File: config.mk
export PLATFORM = sky130hd
export DESIGN_NAME = mitchell_mul_pipe
export DESIGN_NICKNAME = d
export VERILOG_FILES = /design/src/rtl/mitchell_mul_pipe.sv
export SDC_FILE = /design/constraint.sdc
export NUM_CORES = 1
export LEC_CHECK = 0
export ABC_CLOCK_PERIOD_IN_PS = 5900
export CORE_UTILIZATION = 39
export CTS_BUF_LIST = sky130_fd_sc_hd__clkbuf_16
export DETAILED_ROUTE_END_ITERATION = 6
export PLACE_DENSITY_LB_ADDON = 0.05
export SETUP_SLACK_MARGIN = 0.02
export SYNTH_ARGS = -nofsm -noshare
export SYNTH_HDL_FRONTEND = slang
export SYNTH_SLANG_ARGS = --single-unit
File: constraint.sdc
create_clock -name clk -period 5.9 [get_ports clk]
set_input_delay 1.18 -clock clk [delete_from_list [all_inputs] [get_ports clk]]
set_output_delay 1.18 -clock clk [all_outputs]
set_load 0.005 [all_outputs]
File: src/rtl/mitchell_mul_pipe.sv
// mitchell_mul_pipe: pipelined unsigned W x W -> 2W multiplier, exact or
// Mitchell logarithmic approximation selected per transaction.
//
// Pipeline ranks (latency 3 edges from acceptance to out_p):
//   s0  : registered operands and mode
//   s1  : leading-one indices ka/kb, fractions fa/fb, zero flag
//   s2  : mantissa sum S, exponent k, exact partial product
//   out : final product, mode, valid
// All ranks advance together on en = !out_valid | out_ready; bubbles are
// kept, so a stall freezes every rank.
//
// Ports:
//   clk, rst_n            clock, synchronous active-low reset
//   in_valid/in_ready     operand handshake (in_ready = en, combinational)
//   in_a, in_b, in_mode   operands (unsigned) and mode (1 = Mitchell)
//   out_valid/out_ready   product handshake
//   out_p, out_mode       product (2W bits) and the mode it was computed in
//   err_cnt, err_sum      only with MITCHELL_MUL_ERRSTAT_EN: count of
//                         Mitchell products delivered and saturating sum of
//                         (a*b - P) over them
//
// Optional feature macro: MITCHELL_MUL_ERRSTAT_EN.
module mitchell_mul_pipe #(
    parameter int unsigned W  = 8,
    parameter int unsigned LW = $clog2(W)
) (
    input  logic             clk,
    input  logic             rst_n,
    input  logic             in_valid,
    output logic             in_ready,
    input  logic [W-1:0]     in_a,
    input  logic [W-1:0]     in_b,
    input  logic             in_mode,
    output logic             out_valid,
    input  logic             out_ready,
    output logic [2*W-1:0]   out_p,
    output logic             out_mode
`ifdef MITCHELL_MUL_ERRSTAT_EN
    ,
    output logic [31:0]      err_cnt,
    output logic [31:0]      err_sum
`endif
);

    localparam int unsigned PW = 2 * W;          // product width
    localparam int unsigned XW = 3 * W;          // shift intermediate width
    localparam int unsigned KW = LW + 1;         // exponent sum width
    localparam int unsigned FW = W - 1;          // fraction width
`ifdef MITCHELL_MUL_ERRSTAT_EN
    localparam int unsigned SW = ((PW > 32) ? PW : 32) + 1;  // sum + carry
`endif

    // Index of the most significant set bit (0 for v == 0).
    function automatic logic [LW-1:0] lead_one(input logic [W-1:0] v);
        logic [LW-1:0] idx;
        idx = '0;
        for (int i = 0; i < W; i++) begin
            if (v[i]) idx = LW'(i);
        end
        return idx;
    endfunction

    // Bits below the leading one, left-aligned into FW bits.
    function automatic logic [FW-1:0] frac_of(input logic [W-1:0] v,
                                              input logic [LW-1:0] k);
        logic [W-1:0] rem;
        logic [W-1:0] sh;
        rem = v & ~(W'(1) << k);
        sh  = rem << (LW'(W - 1) - k);
        return sh[FW-1:0];
    endfunction

    // ---------------- state ----------------
    logic            s0_valid_q, s0_valid_d;
    logic [W-1:0]    s0_a_q, s0_a_d;
    logic [W-1:0]    s0_b_q, s0_b_d;
    logic            s0_mode_q, s0_mode_d;

    logic            s1_valid_q, s1_valid_d;
    logic [W-1:0]    s1_a_q, s1_a_d;
    logic [W-1:0]    s1_b_q, s1_b_d;
    logic            s1_mode_q, s1_mode_d;
    logic            s1_z_q, s1_z_d;
    logic [LW-1:0]   s1_ka_q, s1_ka_d;
    logic [LW-1:0]   s1_kb_q, s1_kb_d;
    logic [FW-1:0]   s1_fa_q, s1_fa_d;
    logic [FW-1:0]   s1_fb_q, s1_fb_d;

    logic            s2_valid_q, s2_valid_d;
    logic            s2_mode_q, s2_mode_d;
    logic            s2_z_q, s2_z_d;
    logic [W-1:0]    s2_s_q, s2_s_d;
    logic [KW-1:0]   s2_k_q, s2_k_d;
    logic [PW-1:0]   s2_exact_q, s2_exact_d;

    logic            out_valid_q, out_valid_d;
    logic            out_mode_q, out_mode_d;
    logic [PW-1:0]   out_p_q, out_p_d;

`ifdef MITCHELL_MUL_ERRSTAT_EN
    logic [PW-1:0]   out_exact_q, out_exact_d;
    logic [31:0]     err_cnt_q, err_cnt_d;
    logic [31:0]     err_sum_q, err_sum_d;
    logic [PW-1:0]   diff_c;
    logic [SW-1:0]   sum_c;
    logic            err_xfer_c;
`endif

    // ---------------- combinational datapath ----------------
    logic            en_c;
    logic [LW-1:0]   ka_c, kb_c;
    logic [FW-1:0]   fa_c, fb_c;
    logic [W-1:0]    mul_a_c, mul_b_c;
    logic [PW-1:0]   exact_c;
    logic [XW-1:0]   half_c, mant_c, shifted_c;
    logic [PW-1:0]   mitch_c, p_c;

    assign en_c     = !out_valid_q || out_ready;
    assign in_ready = en_c;

    // Stage 1: leading-one detection and fraction extraction.
    always_comb begin
        ka_c = lead_one(s0_a_q);
        kb_c = lead_one(s0_b_q);
        fa_c = frac_of(s0_a_q, ka_c);
        fb_c = frac_of(s0_b_q, kb_c);
    end

    // Stage 2: exact product; without error statistics the multiplier
    // inputs are held at zero for Mitchell transactions.
    always_comb begin
`ifdef MITCHELL_MUL_ERRSTAT_EN
        mul_a_c = s1_a_q;
        mul_b_c = s1_b_q;
`else
        mul_a_c = s1_mode_q ? '0 : s1_a_q;
        mul_b_c = s1_mode_q ? '0 : s1_b_q;
`endif
        exact_c = PW'(mul_a_c) * PW'(mul_b_c);
    end

    // Stage 3: antilog. S[W-1] set means S >= 2^(W-1) (mantissa carried).
    always_comb begin
        half_c = XW'(1) << (W - 1);
        if (!s2_s_q[W-1]) begin
            mant_c = (half_c + XW'(s2_s_q)) << s2_k_q;
        end else begin
            mant_c = XW'(s2_s_q) << (s2_k_q + KW'(1));
        end
        shifted_c = mant_c >> (W - 1);
        mitch_c   = shifted_c[PW-1:0];
        if (s2_z_q) begin
            p_c = '0;
        end else if (s2_mode_q) begin
            p_c = mitch_c;
        end else begin
            p_c = s2_exact_q;
        end
    end

    // Next-state: every rank holds unless the pipeline advances.
    always_comb begin
        s0_valid_d  = s0_valid_q;
        s0_a_d      = s0_a_q;
        s0_b_d      = s0_b_q;
        s0_mode_d   = s0_mode_q;
        s1_valid_d  = s1_valid_q;
        s1_a_d      = s1_a_q;
        s1_b_d      = s1_b_q;
        s1_mode_d   = s1_mode_q;
        s1_z_d      = s1_z_q;
        s1_ka_d     = s1_ka_q;
        s1_kb_d     = s1_kb_q;
        s1_fa_d     = s1_fa_q;
        s1_fb_d     = s1_fb_q;
        s2_valid_d  = s2_valid_q;
        s2_mode_d   = s2_mode_q;
        s2_z_d      = s2_z_q;
        s2_s_d      = s2_s_q;
        s2_k_d      = s2_k_q;
        s2_exact_d  = s2_exact_q;
        out_valid_d = out_valid_q;
        out_mode_d  = out_mode_q;
        out_p_d     = out_p_q;
`ifdef MITCHELL_MUL_ERRSTAT_EN
        out_exact_d = out_exact_q;
`endif
        if (en_c) begin
            s0_valid_d  = in_valid;
            s0_a_d      = in_a;
            s0_b_d      = in_b;
            s0_mode_d   = in_mode;

            s1_valid_d  = s0_valid_q;
            s1_a_d      = s0_a_q;
            s1_b_d      = s0_b_q;
            s1_mode_d   = s0_mode_q;
            s1_z_d      = (s0_a_q == '0) || (s0_b_q == '0);
            s1_ka_d     = ka_c;
            s1_kb_d     = kb_c;
            s1_fa_d     = fa_c;
            s1_fb_d     = fb_c;

            s2_valid_d  = s1_valid_q;
            s2_mode_d   = s1_mode_q;
            s2_z_d      = s1_z_q;
            s2_s_d      = W'(s1_fa_q) + W'(s1_fb_q);
            s2_k_d      = KW'(s1_ka_q) + KW'(s1_kb_q);
            s2_exact_d  = exact_c;

            out_valid_d = s2_valid_q;
            out_mode_d  = s2_mode_q;
            out_p_d     = p_c;
`ifdef MITCHELL_MUL_ERRSTAT_EN
            out_exact_d = s2_exact_q;
`endif
        end
    end

`ifdef MITCHELL_MUL_ERRSTAT_EN
    // Saturating error statistics over delivered Mitchell products.
    always_comb begin
        err_xfer_c = out_valid_q && out_ready && out_mode_q;
        diff_c     = out_exact_q - out_p_q;
        sum_c      = SW'(err_sum_q) + SW'(diff_c);
        err_cnt_d  = err_cnt_q;
        err_sum_d  = err_sum_q;
        if (err_xfer_c) begin
            if (err_cnt_q != '1) err_cnt_d = err_cnt_q + 32'd1;
            err_sum_d = (|sum_c[SW-1:32]) ? '1 : sum_c[31:0];
        end
    end
`endif

    // State registers.
    always_ff @(posedge clk) begin
        if (!rst_n) begin
            s0_valid_q  <= 1'b0;
            s0_a_q      <= '0;
            s0_b_q      <= '0;
            s0_mode_q   <= 1'b0;
            s1_valid_q  <= 1'b0;
            s1_a_q      <= '0;
            s1_b_q      <= '0;
            s1_mode_q   <= 1'b0;
            s1_z_q      <= 1'b0;
            s1_ka_q     <= '0;
            s1_kb_q     <= '0;
            s1_fa_q     <= '0;
            s1_fb_q     <= '0;
            s2_valid_q  <= 1'b0;
            s2_mode_q   <= 1'b0;
            s2_z_q      <= 1'b0;
            s2_s_q      <= '0;
            s2_k_q      <= '0;
            s2_exact_q  <= '0;
            out_valid_q <= 1'b0;
            out_mode_q  <= 1'b0;
            out_p_q     <= '0;
`ifdef MITCHELL_MUL_ERRSTAT_EN
            out_exact_q <= '0;
            err_cnt_q   <= '0;
            err_sum_q   <= '0;
`endif
        end else begin
            s0_valid_q  <= s0_valid_d;
            s0_a_q      <= s0_a_d;
            s0_b_q      <= s0_b_d;
            s0_mode_q   <= s0_mode_d;
            s1_valid_q  <= s1_valid_d;
            s1_a_q      <= s1_a_d;
            s1_b_q      <= s1_b_d;
            s1_mode_q   <= s1_mode_d;
            s1_z_q      <= s1_z_d;
            s1_ka_q     <= s1_ka_d;
            s1_kb_q     <= s1_kb_d;
            s1_fa_q     <= s1_fa_d;
            s1_fb_q     <= s1_fb_d;
            s2_valid_q  <= s2_valid_d;
            s2_mode_q   <= s2_mode_d;
            s2_z_q      <= s2_z_d;
            s2_s_q      <= s2_s_d;
            s2_k_q      <= s2_k_d;
            s2_exact_q  <= s2_exact_d;
            out_valid_q <= out_valid_d;
            out_mode_q  <= out_mode_d;
            out_p_q     <= out_p_d;
`ifdef MITCHELL_MUL_ERRSTAT_EN
            out_exact_q <= out_exact_d;
            err_cnt_q   <= err_cnt_d;
            err_sum_q   <= err_sum_d;
`endif
        end
    end

    assign out_valid = out_valid_q;
    assign out_mode  = out_mode_q;
    assign out_p     = out_p_q;
`ifdef MITCHELL_MUL_ERRSTAT_EN
    assign err_cnt   = err_cnt_q;
    assign err_sum   = err_sum_q;
`endif

endmodule

======== Word level (Yosys, flattened, before mapping) ========
Cells that the tools add are included.
cells by class
  $add $sub $neg .......................... 6
  muxes and demuxes ....................... 19
  bitwise gates (word level) .............. 4
  multipliers ............................. 1
  shift-type cells ........................ 6
  reduce and logical (&&, ||, !) cells .... 5
operators by type and width
  operator             number
  $mux 3               11
  $mux 16              2
  $mux 23              1
  $shl 8x4->23         1
  $shl 9x4->23         1
  $and 8x8->8          2
  $logic_not 8->1      2
  $mul 8x8->16         1
  $mux 8               2
  $not 8->8            2
  $shl 1x3->8 const A  2
  $shl 8x3->7          2
  $add 8x8->9 const A  1
  $add 7x7->8          1
  $sub 3x3->3 const A  2
  $add 3x3->4          1
  $add 4x1->4 const B  1
  $logic_or 1x1->1     2
  $mux 1               2
  $mux 2               1
  $logic_not 1->1      1
word-level totals
  input port bits ......................... 21
  output and inout bits ................... 19
  bits in registers ....................... 106
  word-level logic and storage cells ...... 63

======== Logic depth before layout (Yosys ltp) ========
Gate-level depths: netlist of run 1.
  depth after elaboration ................. 11
  mapped depth ............................ 17
  gate-level depth less buffers ........... 16

======== Worst setup path before layout of run 1 ========
OpenSTA, ideal clock, no wires.
  kind .................................... reg2reg
  start ................................... register s1_mode_q
  end ..................................... register s2_exact_q[15]
  setup time .............................. 63 ps
  cell stages (with the launch flop) ...... 16
  period minus slack after synthesis ...... 4456 ps
  slack ................................... 1444 ps
  path buffers ............................ 1
  data required time ...................... 5837 ps
  arrival ................................. 4393 ps
  path through ............................ dfxtp_1 > clkbuf_1 > nor2b_1 > nand2_1 > fa_1 > fa_1 > inv_1 > fa_1 > inv_1 > fa_1 > inv_1 > ha_1 > or4_1 > o2111a_1 > nor4_1 > nand3b_1
between the ends
  word-level cells in the longest chain between the ends .. 2
  elaborated cells between the ends (all ways) .. 3
  classes of those cells .................. mul (1); mux (2)
RTL lines
  element                    line      source
  start, declared            82        logic s1_mode_q, s1_mode_d;
  start signal, assigned     273       s1_mode_q <= s1_mode_d;
  $mux 8 (on tied branches)  136, 137
  $mul 8x8->16 (*)           139       exact_c = PW'(mul_a_c) * PW'(mul_b_c);
  end signal, assigned       284       s2_exact_q <= s2_exact_d;
  end, declared              94        logic [PW-1:0] s2_exact_q, s2_exact_d;
Every way passes the cells marked *; elsewhere a longest branch is shown, timed or not.
A chain may end at the register's enable or synchronous reset.

======== Worst setup path in the final report of run 1 ========
Same ends and word-level chain as after synthesis.

==> results.ini, run 1 <==
[cells_and_area]
final_design_area_no_fill_sq_mm=0.00876
area_growth_pct=10.0
utilization_pct=44.4
drive_above_1_share_pct=3.92
final_cells=1259
fillers=2021
nNetsFinal=1097
diodes=0

[yosys]
synth_edf_count=0
syn_avg_cell_area_sq_um=8.00
yosys_warnings=0
synthesis.area_sq_mm=0.00796
yosys_most_used_dff=dfxtp_1
yosysSeqAreaShare_pct=26.7
syn_inst=995
synthArstFlopShare_pct=0
synth_nets=1103
synth_cell_type_count=74
synth_seq_cells=106

[timing]
holdWs_ps=446
max_freq_mhz=215
fin_worst_skew_ps=11.8
slew_violations=0
tightest_slew_ps=1040
rsz0062_at_grt=no
fin_setup_tns_ps=0
finalCritPeriodShare_pct=78.8
min_period_ps=4650
setup_viol=0
slew_headroom_pct=31.0
final_hold_viol_count=0

[critical_path]
r2r_start=s1_mode_q
reg2reg_slack_ps=1250
startpoint_type=flip-flop
endpoint_kind=flip-flop
ff2ff_path_depth=14
worstPathArrival_ps=4950
crit_type=reg -> reg
cp_max_fo=10
r2r_end=s2_exact_q[15]
worstPathRequired_ps=6200

[route]
first_pass_iters=5
drt_iter0_drc=426
antenna_left=0
vias=6862
drc=0
vias_per_cell=5.45
wl_um=21800
routedWlPerCell_um=17.3

[global_route]
grt_max_degree=103
grt_usage_pct=22.1
first_global_vias=6454
grt-ovfl-total=0
grt_pass1_wl_um=35600
antenna_found_initial=0

[clock_network]
clk_path_buf_depth=2
hold_buffers=0
post_cts_buffers=0
cts_buffers=9
clk_pin_slew_ps=70
clock_latency_ps=360
htreeDepth=3
cts_tree=yes
post_cts_resized=0
clock-root-buffer=clkbuf_16
clkSinkCount=106

[die]
io_pins=40
core_area_sq_mm=0.0197
dieArea_sq_mm=0.0210
fp.dieH_um=145
row_count=51
die_x_um=145
initial_core_util_pct=40.4

[place]
placed_area_sq_mm=0.00847
dpl.cell_count=1243
portBuffers=39
dp_hpwl_um=15900
routabilityCongestion=0.909

[worst_hold_path]
holdPathStages=2
whs_endpoint=s1_b_q[7]
min_from=s1_b_q[7]
min_path_type=reg -> reg

[power_and_ir_drop]
peakVddDrop_mv=0.152
power-per-cell-area_mw_per_mm2=198
p_leak_nw=3.58

[run_status]
status=finished, final reports clean

[run]
cap_viol_max_count=0

[report_power, final]
group	total, mW	internal [mW]	switching (mW)
clock	0.597	0.295	0.302
combinational	0.309	0.135	0.174
sequential	0.826	0.752	0.0742
total	1.73	1.18	0.551
[synthesized netlist by cell type, drive strengths merged, types with 22 or more instances]
master / number / area [sq um]
ha: 49 / 613
nand3: 22 / 110
mux2i: 23 / 230
clkbuf: 42 / 158
nor2: 63 / 236
o21ai: 49 / 245
dfxtp: 106 / 2120
a21oi: 86 / 430
nand2: 153 / 574
and2: 52 / 325
fa: 38 / 761
inv: 67 / 251
[area by class of cell]
| cell class | instances | area [sq um] | share of cell area (%) |
|---|---|---|---|
| clock inverter | 7 | 61.3 | 0.700 |
| inverter | 68 | 255 | 2.91 |
| timing repair buffer | 45 | 435 | 4.97 |
| clock buffer | 9 | 225 | 2.57 |
| multi-input combinational | 759 | 5330 | 60.8 |
| sequential | 106 | 2120 | 24.2 |
| tap | 265 | 332 | 3.79 |
[per-layer routing]
metal	vias to the layer above	GRT usage, %	part of all wire, %
met5	-	0	0
met4	0	4.54	1.2
met3	15	3.55	3.4
met2	131	35.6	46
met1	3237	31.0	50
li1	3479	-	-
[sequential cells by signal, indices dropped and copies added (netlist names), 3 cells and up]
| name | count |
|---|---|
| s2_k_q | 4 |
| s1_a_q | 8 |
| s0_a_q | 8 |
| s1_b_q | 8 |
| s1_ka_q | 3 |
| s2_s_q | 8 |
| out_p | 16 |
| s1_kb_q | 3 |
| s1_fb_q | 7 |
| s2_exact_q | 16 |
| s0_b_q | 8 |
| s1_fa_q | 7 |
[how the worst max path moves through the flow]
stage	from	cells after the start	slack [ps]	to
5_1_grt	s1_mode_q	14	920	s2_exact_q[15]
6_report	s1_mode_q	14	1250	s2_exact_q[15]
2_1_floorplan	s1_mode_q	15	1440	s2_exact_q[15]
3_5_place_dp	s1_mode_q	14	1240	s2_exact_q[12]
3_3_place_gp	s1_mode_q	14	1250	s2_exact_q[15]
4_1_cts	s1_mode_q	14	1220	s2_exact_q[12]
[critical path, stage by stage (launching register included)]
cell	delay, ps
dfxtp_1	390
nor2b_1	410
nand2_1	150
fa_1	520
fa_1	540
inv_1	50
fa_1	520
inv_1	50
fa_1	520
inv_1	40
ha_1	230
or4_1	560
o2111a_1	270
nor4_1	200
nand3b_1	130
[stage by stage]
step / power, mW / worst slack [ps]
after floorplan: 1.05 / 1440
after global placement: 1.15 / 1250
after detailed placement: 1.15 / 1240
after CTS: 1.75 / 1220
after global routing: 1.83 / 920
final: 1.73 / 1250
[cell usage in the layout (no fill, tap or decap), types with 9 or more instances in the layout]
| cell type | count |
|---|---|
| clkdlybuf4s50_1 | 39 |
| nand2_1 | 153 |
| nor3_1 | 15 |
| fa_1 | 38 |
| a21oi_1 | 86 |
| o211ai_1 | 11 |
| dfxtp_1 | 106 |
| nand3_1 | 22 |
| inv_1 | 65 |
| and2_1 | 52 |
| nand2b_1 | 14 |
| o21ai_0 | 47 |
| a211oi_1 | 17 |
| o31ai_1 | 9 |
| a221oi_1 | 10 |
| ha_1 | 49 |
| clkbuf_16 | 9 |
| nor2_1 | 63 |
| nor2b_1 | 18 |
| mux2i_1 | 23 |
[cell families after synthesis]
logic type | count (synthesis) | share of synthesized area (%)
compound gates | 267 | 22.2
xor+xnor | 12 | 1.60
fa+ha+maj | 87 | 17.3
buf+inv | 130 | 6.51
flops | 106 | 26.7
mux | 29 | 4.31
simple gates | 364 | 21.5
No activity file was read; power rests on OpenSTA's default activity.
==> run 2, diff against run 1 <==
--- a/config.mk
+++ b/config.mk
@@ -5,7 +5,7 @@
 export SDC_FILE = /design/constraint.sdc
 export NUM_CORES = 1
 export LEC_CHECK = 0
-export ABC_CLOCK_PERIOD_IN_PS = 5900
+export ABC_CLOCK_PERIOD_IN_PS = 4100
 export CORE_UTILIZATION = 39
 export CTS_BUF_LIST = sky130_fd_sc_hd__clkbuf_16
 export DETAILED_ROUTE_END_ITERATION = 6
==> constraint.sdc (replaced) <==
create_clock -name clk -period 4.1 [get_ports clk]
set_input_delay 0.82 -clock clk [delete_from_list [all_inputs] [get_ports clk]]
set_output_delay 0.82 -clock clk [all_outputs]
set_load 0.005 [all_outputs]
==> run 2 against run 1 <==
Against the previous run:
- the flow now finishes with violations (setup timing)
- worst setup slack lost 1300 ps
- critical path depth up 1
- sequential share of layout area is 1.4 points lower
- final area grew 6.3%
- largest cell class unchanged
==> results.ini, run 2 (synthesis gave the netlist of run 1 again) <==
[worst_hold_path]
min_path_type=reg -> reg
holdPathStages=2  ; unchanged
whs_endpoint=s1_valid_q
min_from=s1_valid_q

[cells_and_area]
utilization_pct=47.2  ; +2.8 points
seq_area_sq_mm=0.00212  ; about the same
drive_above_1_share_pct=11.6  ; +7.7 points
area_growth_pct=17.0
final_cell_mix=148 x nand2_1, 105 x dfxtp_1, 83 x a21oi_1
multiInputGateArea_sq_mm=0.00551  ; +3.4%
diodes=0  ; unchanged
layout_commonest_cell=nand2_1
fillers=1964  ; -2.8%
nNetsFinal=1143  ; +4.2%

[critical_path]
crit_type=reg -> reg
startpoint_type=flip-flop
r2r_end=s2_exact_q[15]
endpoint_kind=flip-flop
r2r_start=s1_mode_q
ff2ff_path_depth=15  ; +1
worstPathArrival_ps=4460  ; -490 ps
crit_start=s1_mode_q
worstPathRequired_ps=4390  ; -1810 ps
reg2reg_slack_ps=-70  ; -1320 ps
cp_max_fo=8  ; -2

[clock_network]
clk_path_buf_depth=2  ; unchanged
cts_buffers=9  ; unchanged
hold_buffers=0  ; unchanged
htreeDepth=3  ; unchanged
cts_tree=yes
clock_latency_ps=350  ; about the same
clk_pin_slew_ps=80  ; about the same
clock-root-buffer=clkbuf_16
clkSinkCount=106  ; unchanged

[timing]
tightest_slew_ps=928  ; -108 ps
slew_violations=0  ; unchanged
fin_worst_skew_ps=9.96  ; -1.88 ps
finalCritPeriodShare_pct=102  ; +23 points
slew_headroom_pct=36.6  ; +5.6 points
rsz0062_at_grt=yes
final_hold_viol_count=0  ; unchanged
timing.final.ws_setup_ps=-71.3  ; -1320 ps
max_freq_mhz=240  ; +11%
setup_viol=5  ; +5
min_period_ps=4170  ; -475 ps

[run]
cap_viol_max_count=0  ; unchanged

[run_status]
status=finished, violations left
failed_checks=setup timing

[global_route]
grt_max_degree=110  ; +6.8%
first_global_vias=6856  ; +6.2%
grt_pass1_wl_um=36900  ; +3.6%
grt_usage_pct=22.7  ; +0.62 points
antenna_found_initial=0  ; unchanged
grt-ovfl-total=0  ; unchanged

[power_and_ir_drop]
peakVddDrop_mv=0.192  ; +26%
power-per-cell-area_mw_per_mm2=272  ; +38%
p_leak_nw=3.83  ; +7.0%

[route]
first_pass_iters=5  ; unchanged
vias=7147  ; +4.2%
drt_iter0_drc=485  ; +14%
drc=0  ; unchanged
antenna_left=0  ; unchanged
wl_um=22400  ; +3.0%
vias_per_cell=5.48  ; +0.56%
routedWlPerCell_um=17.2  ; -0.59%

[place]
portBuffers=39  ; unchanged
routabilityCongestion=0.898  ; -1.3%
pre_cts_ws_ps=-258  ; -1500 ps
dp_hpwl_um=16400  ; +2.6%

[die]
core_area_sq_mm=0.0197  ; unchanged
initial_core_util_pct=40.4  ; unchanged
dieArea_sq_mm=0.0210  ; unchanged
io_pins=40  ; unchanged
row_count=51  ; unchanged
die_x_um=145  ; unchanged
fp.dieH_um=145  ; unchanged

[run 2: cell type report]
| type | instances | share of cell area [%] |
|---|---|---|
| timing repair buffer | 91 | 8.69 |
| clock buffer | 9 | 2.42 |
| multi-input combinational | 759 | 59.1 |
| sequential | 106 | 22.8 |
| inverter | 68 | 2.74 |
| tap | 265 | 3.56 |
| clock inverter | 6 | 0.672 |
[run 2: how the worst max path moves through the flow]
stage | endpoint | slack, ps | depth (start not counted)
global route | s2_exact_q[11] | -190 | 15
global placement | s2_exact_q[14] | -160 | 15
finish | s2_exact_q[15] | -70 | 15
floorplan | s2_exact_q[15] | 9 | 14
detailed placement | s2_exact_q[14] | -260 | 15
CTS | s2_exact_q[15] | -60 | 15
[run 2: metrics by stage]
step	instances	setup TNS, ps	power, mW	hold slack, ps	area (sq um)
final	1304	-128	2.54	452	9310
after global routing	1304	-1150	2.67	474	9310
after CTS	1304	-142	2.56	456	9290
after detailed placement	1283	-1100	1.68	444	8850
after global placement	1283	-662	1.69	438	8850
after floorplan	995	0	1.51	420	8030
[run 2: metal layers]
| layer | vias up | track usage [%] | share of wire (%) |
|---|---|---|---|
| li1 | 3570 | - | - |
| met3 | 28 | 2.70 | 3.3 |
| met2 | 158 | 36.2 | 45 |
| met1 | 3391 | 32.0 | 50 |
| met5 | - | 0 | 0 |
| met4 | 0 | 6.70 | 1.8 |
[run 2: worst max-delay path, stage by stage (launching register included)]
cell      delay [ps]
dfxtp_2          330
buf_12           140
nor2b_4          150
nand2_2           70
fa_1             520
fa_1             530
inv_2             40
fa_1             520
inv_1             50
fa_1             490
inv_2             40
ha_4             150
or4_4            530
o2111a_1         260
nor4_1           150
nand3b_1         130
[run 2: what timing repair did]
item,CTS,global route
gates resized for setup,23,12
setup endpoints to repair,7,9
buffers inserted,6,0
pin swaps,13,6
[run 2: report_power, final]
group	internal, mW	switching [mW]
registers	1.08	0.0890
logic	0.223	0.285
clock network	0.425	0.434
==> run 3, diff against run 2 <==
--- a/config.mk
+++ b/config.mk
@@ -7,7 +7,6 @@
 export LEC_CHECK = 0
 export ABC_CLOCK_PERIOD_IN_PS = 4100
 export CORE_UTILIZATION = 39
-export CTS_BUF_LIST = sky130_fd_sc_hd__clkbuf_16
 export DETAILED_ROUTE_END_ITERATION = 6
 export PLACE_DENSITY_LB_ADDON = 0.05
 export SETUP_SLACK_MARGIN = 0.02
==> results of run 3 <==
Same layout as run 2: the final DEF is identical, and so are final timing and power.
